**src/rtl/ram_burst_master_pkg.sv**
```systemverilog
// Shared types and helpers for the RAM burst master and its read FIFO.
package ram_burst_master_pkg;

    // Burst controller states; the write/read direction is carried by the state itself.
    typedef enum logic [2:0] {
        StIdle,
        StWrite,
        StRead,
        StDrain,
        StDone
    } state_e;

    // Read-return FIFO depth; the read issue throttle is sized against this.
    localparam int unsigned CFifoDepth = 2;

    // Next sequential RAM address, wrapping to 0 above 2^i_width-1 (i_width <= 32).
    function automatic logic [31:0] f_next_addr(input logic [31:0] i_addr,
                                                input int unsigned i_width);
        logic [31:0] w_mask;
        w_mask = (i_width >= 32) ? 32'hFFFF_FFFF : ((32'd1 << i_width) - 32'd1);
        return (i_addr + 32'd1) & w_mask;
    endfunction

endpackage

```
**src/rtl/ram_burst_rdfifo.sv**
```systemverilog
// Two-entry FIFO that buffers RAM read data ahead of the backpressured read stream.
module ram_burst_rdfifo
    import ram_burst_master_pkg::*;
#(
    parameter int unsigned CDataLen = 128
) (
    input  logic                i_clk,
    input  logic                i_rst,
    input  logic                i_en,
    input  logic                i_push,
    input  logic [CDataLen-1:0] i_push_data,
    input  logic                i_pop,
    output logic [1:0]          o_occ,
    output logic [CDataLen-1:0] o_head,
    output logic                o_empty
);

    logic [CDataLen-1:0] r_mem [CFifoDepth];
    // One-bit pointers: the depth is fixed at two entries.
    logic                r_wr_ptr;
    logic                r_rd_ptr;
    logic [1:0]          r_count;

    // Pointer and occupancy tracking; push and pop may coincide.
    always_ff @(posedge i_clk) begin
        if (i_en) begin
            if (i_rst) begin
                r_wr_ptr <= 1'b0;
                r_rd_ptr <= 1'b0;
                r_count  <= 2'd0;
            end else begin
                if (i_push) r_wr_ptr <= !r_wr_ptr;
                if (i_pop)  r_rd_ptr <= !r_rd_ptr;
                case ({i_push, i_pop})
                    2'b10:   r_count <= r_count + 2'd1;
                    2'b01:   r_count <= r_count - 2'd1;
                    default: r_count <= r_count;
                endcase
            end
        end
    end

    // Data storage needs no reset; occupancy says which entries are meaningful.
    always_ff @(posedge i_clk) begin
        if (i_en && !i_rst && i_push) begin
            r_mem[r_wr_ptr] <= i_push_data;
        end
    end

    // Status and head word.
    always_comb begin
        o_occ   = r_count;
        o_empty = (r_count == 2'd0);
        o_head  = r_mem[r_rd_ptr];
    end

endmodule

```
**src/rtl/ram_burst_master.sv**
```systemverilog
// Burst initiator for a single-port RAM: one command at a time, write bursts from a
// stream, read bursts into a 2-deep FIFO feeding a backpressured stream.
// Optional running XOR checksum output ACsum when RAM_BURST_MASTER_CSUM_EN is defined.
module ram_burst_master
    import ram_burst_master_pkg::*;
#(
    parameter int unsigned CAddrLen = 13,
    parameter int unsigned CDataLen = 128,
    parameter int unsigned CLenLen  = 8
) (
    input  logic                AClkH,
    input  logic                AResetH,
    input  logic                AClkHEn,
    input  logic [CAddrLen-1:0] ACmdAddr,
    input  logic [CLenLen-1:0]  ACmdLen,
    input  logic                ACmdWr,
    input  logic                ACmdReq,
    output logic                ACmdAck,
    input  logic [CDataLen-1:0] AWrData,
    input  logic                AWrVld,
    output logic                AWrRdy,
    output logic [CDataLen-1:0] ARdData,
    output logic                ARdVld,
    input  logic                ARdRdy,
    output logic                ABusy,
    output logic                ADone,
    output logic [CAddrLen-1:0] RAddr,
    output logic [CDataLen-1:0] RMosi,
    input  logic [CDataLen-1:0] RMiso,
    output logic                RWrEn,
    output logic                RRdEn
`ifdef RAM_BURST_MASTER_CSUM_EN
    ,
    output logic [CDataLen-1:0] ACsum
`endif
);

    state_e              r_state;
    logic [CAddrLen-1:0] r_addr;
    logic [CLenLen-1:0]  r_count;
    logic                r_inflight;

    logic                w_run;
    logic [CAddrLen-1:0] w_addr_next;
    logic                w_last;
    logic                w_accept;
    logic                w_wr_fire;
    logic                w_rd_fire;
    logic                w_push;
    logic                w_pop;
    logic [2:0]          w_level;
    logic [1:0]          w_fifo_occ;
    logic [CDataLen-1:0] w_fifo_head;
    logic                w_fifo_empty;

    // Handshake decode; nothing fires while the clock is disabled or reset is applied.
    always_comb begin
        w_run       = AClkHEn && !AResetH;
        w_addr_next = CAddrLen'(f_next_addr(32'(r_addr), CAddrLen));
        w_last      = (r_count == CLenLen'(1));
        w_accept    = w_run && (r_state == StIdle) && ACmdReq;
        w_wr_fire   = w_run && (r_state == StWrite) && AWrVld;
        w_pop       = w_run && !w_fifo_empty && ARdRdy;
        w_push      = w_run && r_inflight;
        // Slots committed after this cycle's pop; counting the pop keeps reads at one per
        // cycle when the stream never stalls, without ever exceeding the FIFO depth.
        w_level     = 3'(w_fifo_occ) + 3'(r_inflight) - 3'(w_pop);
        w_rd_fire   = w_run && (r_state == StRead) && (r_count != '0)
                      && (w_level < 3'(CFifoDepth));
    end

    // Burst FSM with address/count tracking and the read in-flight flag.
    always_ff @(posedge AClkH) begin
        if (AClkHEn) begin
            if (AResetH) begin
                r_state    <= StIdle;
                r_addr     <= '0;
                r_count    <= '0;
                r_inflight <= 1'b0;
            end else begin
                r_inflight <= w_rd_fire;
                unique case (r_state)
                    StIdle: begin
                        if (ACmdReq) begin
                            r_addr  <= ACmdAddr;
                            r_count <= ACmdLen;
                            if (ACmdLen == '0) r_state <= StDone;
                            else if (ACmdWr)   r_state <= StWrite;
                            else               r_state <= StRead;
                        end
                    end
                    StWrite: begin
                        if (AWrVld) begin
                            r_addr  <= w_addr_next;
                            r_count <= r_count - CLenLen'(1);
                            if (w_last) r_state <= StDone;
                        end
                    end
                    StRead: begin
                        if (w_rd_fire) begin
                            r_addr  <= w_addr_next;
                            r_count <= r_count - CLenLen'(1);
                            if (w_last) r_state <= StDrain;
                        end
                    end
                    StDrain: begin
                        if (!r_inflight && w_fifo_empty) r_state <= StDone;
                    end
                    StDone: begin
                        r_state <= StIdle;
                    end
                    default: begin
                        r_state <= StIdle;
                    end
                endcase
            end
        end
    end

    // Returned RAM data lands in the FIFO the cycle after each read strobe.
    ram_burst_rdfifo #(
        .CDataLen (CDataLen)
    ) u_rdfifo (
        .i_clk       (AClkH),
        .i_rst       (AResetH),
        .i_en        (AClkHEn),
        .i_push      (w_push),
        .i_push_data (RMiso),
        .i_pop       (w_pop),
        .o_occ       (w_fifo_occ),
        .o_head      (w_fifo_head),
        .o_empty     (w_fifo_empty)
    );

    // Stream, status and RAM-side outputs.
    always_comb begin
        ACmdAck = w_accept;
        AWrRdy  = w_run && (r_state == StWrite);
        RWrEn   = w_wr_fire;
        RRdEn   = w_rd_fire;
        RAddr   = r_addr;
        RMosi   = (r_state == StWrite) ? AWrData : '0;
        ARdVld  = w_run && !w_fifo_empty;
        ARdData = w_fifo_empty ? '0 : w_fifo_head;
        ABusy   = (r_state == StWrite) || (r_state == StRead) || (r_state == StDrain);
        ADone   = w_run && (r_state == StDone);
    end

`ifdef RAM_BURST_MASTER_CSUM_EN
    logic [CDataLen-1:0] r_csum;

    // Running XOR of every word moved in the current or last burst; held after ADone.
    always_ff @(posedge AClkH) begin
        if (AClkHEn) begin
            if (AResetH)        r_csum <= '0;
            else if (w_accept)  r_csum <= '0;
            else if (w_wr_fire) r_csum <= r_csum ^ AWrData;
            else if (w_pop)     r_csum <= r_csum ^ w_fifo_head;
        end
    end

    assign ACsum = r_csum;
`endif

endmodule

```
**config.mk**
```make
export PLATFORM = sky130hd
export DESIGN_NAME = ram_burst_master
export DESIGN_NICKNAME = d
export VERILOG_FILES = /design/src/rtl/ram_burst_master_pkg.sv /design/src/rtl/ram_burst_rdfifo.sv /design/src/rtl/ram_burst_master.sv
export SDC_FILE = /design/constraint.sdc
export NUM_CORES = 1
export LEC_CHECK = 0
export BUFFER_PORTS_ARGS = -buffer_cell sky130_fd_sc_hd__buf_2
export CAP_MARGIN = 40
export CORE_AREA = 5 5 212 214
export CTS_BUF_LIST = sky130_fd_sc_hd__clkbuf_4 sky130_fd_sc_hd__clkbuf_8
export DETAILED_ROUTE_END_ITERATION = 8
export DIE_AREA = 0 0 217 219
export GPL_TIMING_DRIVEN = 1
export PLACE_DENSITY = 0.57
export RECOVER_POWER = 25
export SYNTH_ARGS = -nofsm -noshare
export SYNTH_HDL_FRONTEND = slang
export SYNTH_SLANG_ARGS = --single-unit
export TNS_END_PERCENT = 30
```
**constraint.sdc**
```tcl
create_clock -name AClkH -period 17.16 [get_ports AClkH]
set_clock_uncertainty 0.2 [all_clocks]
set_input_delay 0.858 -clock AClkH [delete_from_list [all_inputs] [get_ports AClkH]]
set_output_delay 0.858 -clock AClkH [all_outputs]
set_load 0.02 [all_outputs]
```
==> qor.yml <==
synth:
  muxShareOfSynthArea: 0.107
  synth_compound_gate_area_share: 0.0221
  yosysWarnings: 0
  syn_avg_cell_area_sq_um: 14.1
  synth_fa_ha_area_frac: 0.00665
  netlist.area_leader.share: 0.689
  syn_inst: 882
  ys_ff_latch: 286
  syn_nets: 1172
  yosys.area.top_type: "edfxtp_1"
  synth_edf_count: 285
  synth-simple-area-share: 0.138
  seq_area_frac_synth: 0.691
  synth_top_family_by_area: "simple AND/OR/NAND/NOR gates"
  synth.most_common_cell: "edfxtp_1"
  synthXorXnorAreaFrac: 0.0141
  yosysUniqueCellTypes: 41
  synthTopCellsByCount: "285 x edfxtp_1, 168 x nor2_1, 131 x mux2i_1, 130 x and2_1, 32 x clkbuf_1"
  netlist_area_sq_um: 12400
  synthArstFlopShare: 0
  ys_top_cells_by_area: "edfxtp_1 69%, mux2i_1 11%, and2_1 6.6%"
  synth_ff_type: "edfxtp_1"
timing:
  worst_hold_slack_ns: 0.242
  rsz0062_at_grt: "no"
  layout_min_cycle_time_ns: 4.63
  timing_worst_slew_pin_value_ns: 0.857
  setup_violations: 0
  slew_headroom: 0.429
  min_period_over_period: 0.270
  hold_violations: 0
  drv_slew: 0
  fin_setup_tns_ns: 0
  max_freq_mhz: 216
cells_and_area:
  nFillCells: 4187
  multi_input_area_sq_um: 3600
  drive_above_1_share: 0.410
  syn_to_final_growth_pct: 36.1
  ff_latch_area_sq_um: 8580
  nNetsFinal: 1745
setup_path:
  cp_data_arrival_time_ns: 3.57
  cp_cell_sequence: "buf_2, nand2b_1, nor2_1, and2_1, ha_1, nand2b_1, fa_1, nor2b_1, nand4_1, a31oi_1, buf_2"
  crit_fanout: 36
  worstPathRequired_ns: 16.10
  crit_path_top_delay_cell: "buf_2"
  cpPeakStageDelay_ns: 0.55
  critPathLaunchType: "input pin"
  crit_path_end_kind: "primary output"
  critPathKind: "input pin to primary output"
detailed_routing:
  first_pass_iters: 5
  route.detailed.drc: 0
  wl_um: 50100
  wl_per_cell_um: 24.4
  antenna_left: 0
  vias: 9378
  drt_iter0_drc: 479
  via_per_inst: 4.57
global_routing:
  grt_pass1_wl_um: 68000
  grtUsageMet1: 0.209
  grtUsageMet2: 0.346
  antenna_found_initial: 34
  grt_pass1_vias: 9653
  grt_max_degree: 127
  gr-total-overflow: 0
  grtUsageTotal: 0.199
  use_met3: 0.0850
  top_usage_layer: "met2"
floorplan:
  dieHeight_um: 219
  num_io_pins: 560
  core-area_sq_um: 42700
  die_width_um: 217
  design.die.area_sq_um: 47500
  rows: 76
  start_util: 0.291
run_status:
  status: "complete, no violations"
flow_run:
  cap_violations: 0
cts:
  cts.sinks: 286
  cts.path.max_buffers: 3
  post_cts_buffers: 0
  clk_latency_ns: 0.60
  cts_buffers: 49
  clk_pin_slew_ns: 0.06
  post_cts_resized: 0
  cts_tree: "yes"
  holdBufCountCts: 0
  root_buffer: "clkbuf_8"
  cts_max_level: 2
placed_design:
  placement.io_buffers: 559
  place.gp.congestion: 0.891
  dpl.hpwl_um: 39500
power_and_ir_drop:
  irDropWorstVdd_v: 0.0000870
  p_leak_nw: 7.22
  pwr_density_cell_nw_per_um2: 103
min_path:
  hp-class: "input pin to flip-flop"
-- registers in the layout (all words and copies together), names as in the netlist, named ones only --
name and flops:
RAddr 13, r_count 8, r_inflight 1, r_state 3, u_rdfifo.o_occ 2, u_rdfifo.r_mem 256
u_rdfifo.r_rd_ptr 1, u_rdfifo.r_wr_ptr 1
-- cells in the final DEF (no fill, tap or decap), drive strengths merged, types with 2 or more instances in the layout --
master / count
buf: 529
and2: 130
inv: 12
mux2i: 131
clkbuf: 107
diode: 13
nor4: 6
ha: 5
nand4: 3
o311a: 2
a211oi: 19
nor3b: 2
nor2: 168
and3: 2
o21a: 3
bufinv: 4
nand3: 6
nand2: 5
nand2b: 4
nor3: 5
nor2b: 5
edfxtp: 285
a31oi: 3
xnor2: 16
clkinv: 22
a21oi: 4
xor2: 4
-- kinds of logic after synthesis --
family                     Yosys count
DFF                                286
muxes                              132
buffers and inverters               63
AOI/OAI and AO/OA                   36
xor gates and xnor gates            20
adders and majority gates            6
and+or+nand+nor                    339
-- area by class of cell --
type,instances,share of cell area
Sequential cell,286,0.508
Multi-Input combinational cell,533,0.213
Timing Repair Buffer,575,0.175
Clock buffer,61,0.0452
Tap cell,546,0.0404
Clock inverter,29,0.0145
Inverter,10,0.00222
Antenna cell,13,0.00192
-- final timing paths --
kind | end | slack, ns | startpoint | cells after the start
min reg2reg | flip-flop | 0.31 | u_rdfifo.r_rd_ptr | 1
max reg2reg | RAddr[2] | 13.62 | u_rdfifo.o_occ[1] | 11
min | u_rdfifo.r_mem[0][125] | 0.24 | RMiso[125] | 1
max | RRdEn | 12.53 | AResetH | 11
-- power by group --
group          leakage, nW  internal [mW]  total [mW]  switching, mW
Combinational         4.08          0.110       0.307          0.198
Sequential            2.61          0.789       0.805         0.0161
Clock                0.526          0.356       0.634          0.278
-- metal layers --
layer  routed length (um)  vias to the layer above
met5                  218                        -
met4                 1930                       34
met3                 4950                      125
met2                25400                      431
met1                17600                     4444
li1                     -                     4344
-- critical path, delay by kind of cell --
kind / cells / cell delay, ns
buffers and inverters: 2 / 0.78
AO/OA/AOI/OAI: 1 / 0.27
adder cells (fa/ha/maj): 2 / 0.77
AND/OR/NAND/NOR: 6 / 0.88
-- stage by stage --
stage | total power, mW | instances | cell area (sq um) | util | worst slack (ns)
global placement | 1.13 | 1944 | 15800 | 0.369 | 12.39
global route | 1.83 | 2048 | 16900 | 0.396 | 12.41
finish | 1.75 | 2053 | 16900 | 0.396 | 12.53
detailed placement | 1.13 | 1950 | 15900 | 0.373 | 12.58
floorplan | 0.992 | 882 | 12400 | - | 9.72
CTS | 1.78 | 2040 | 16900 | 0.396 | 12.56
No activity file was read; power rests on OpenSTA's default activity.
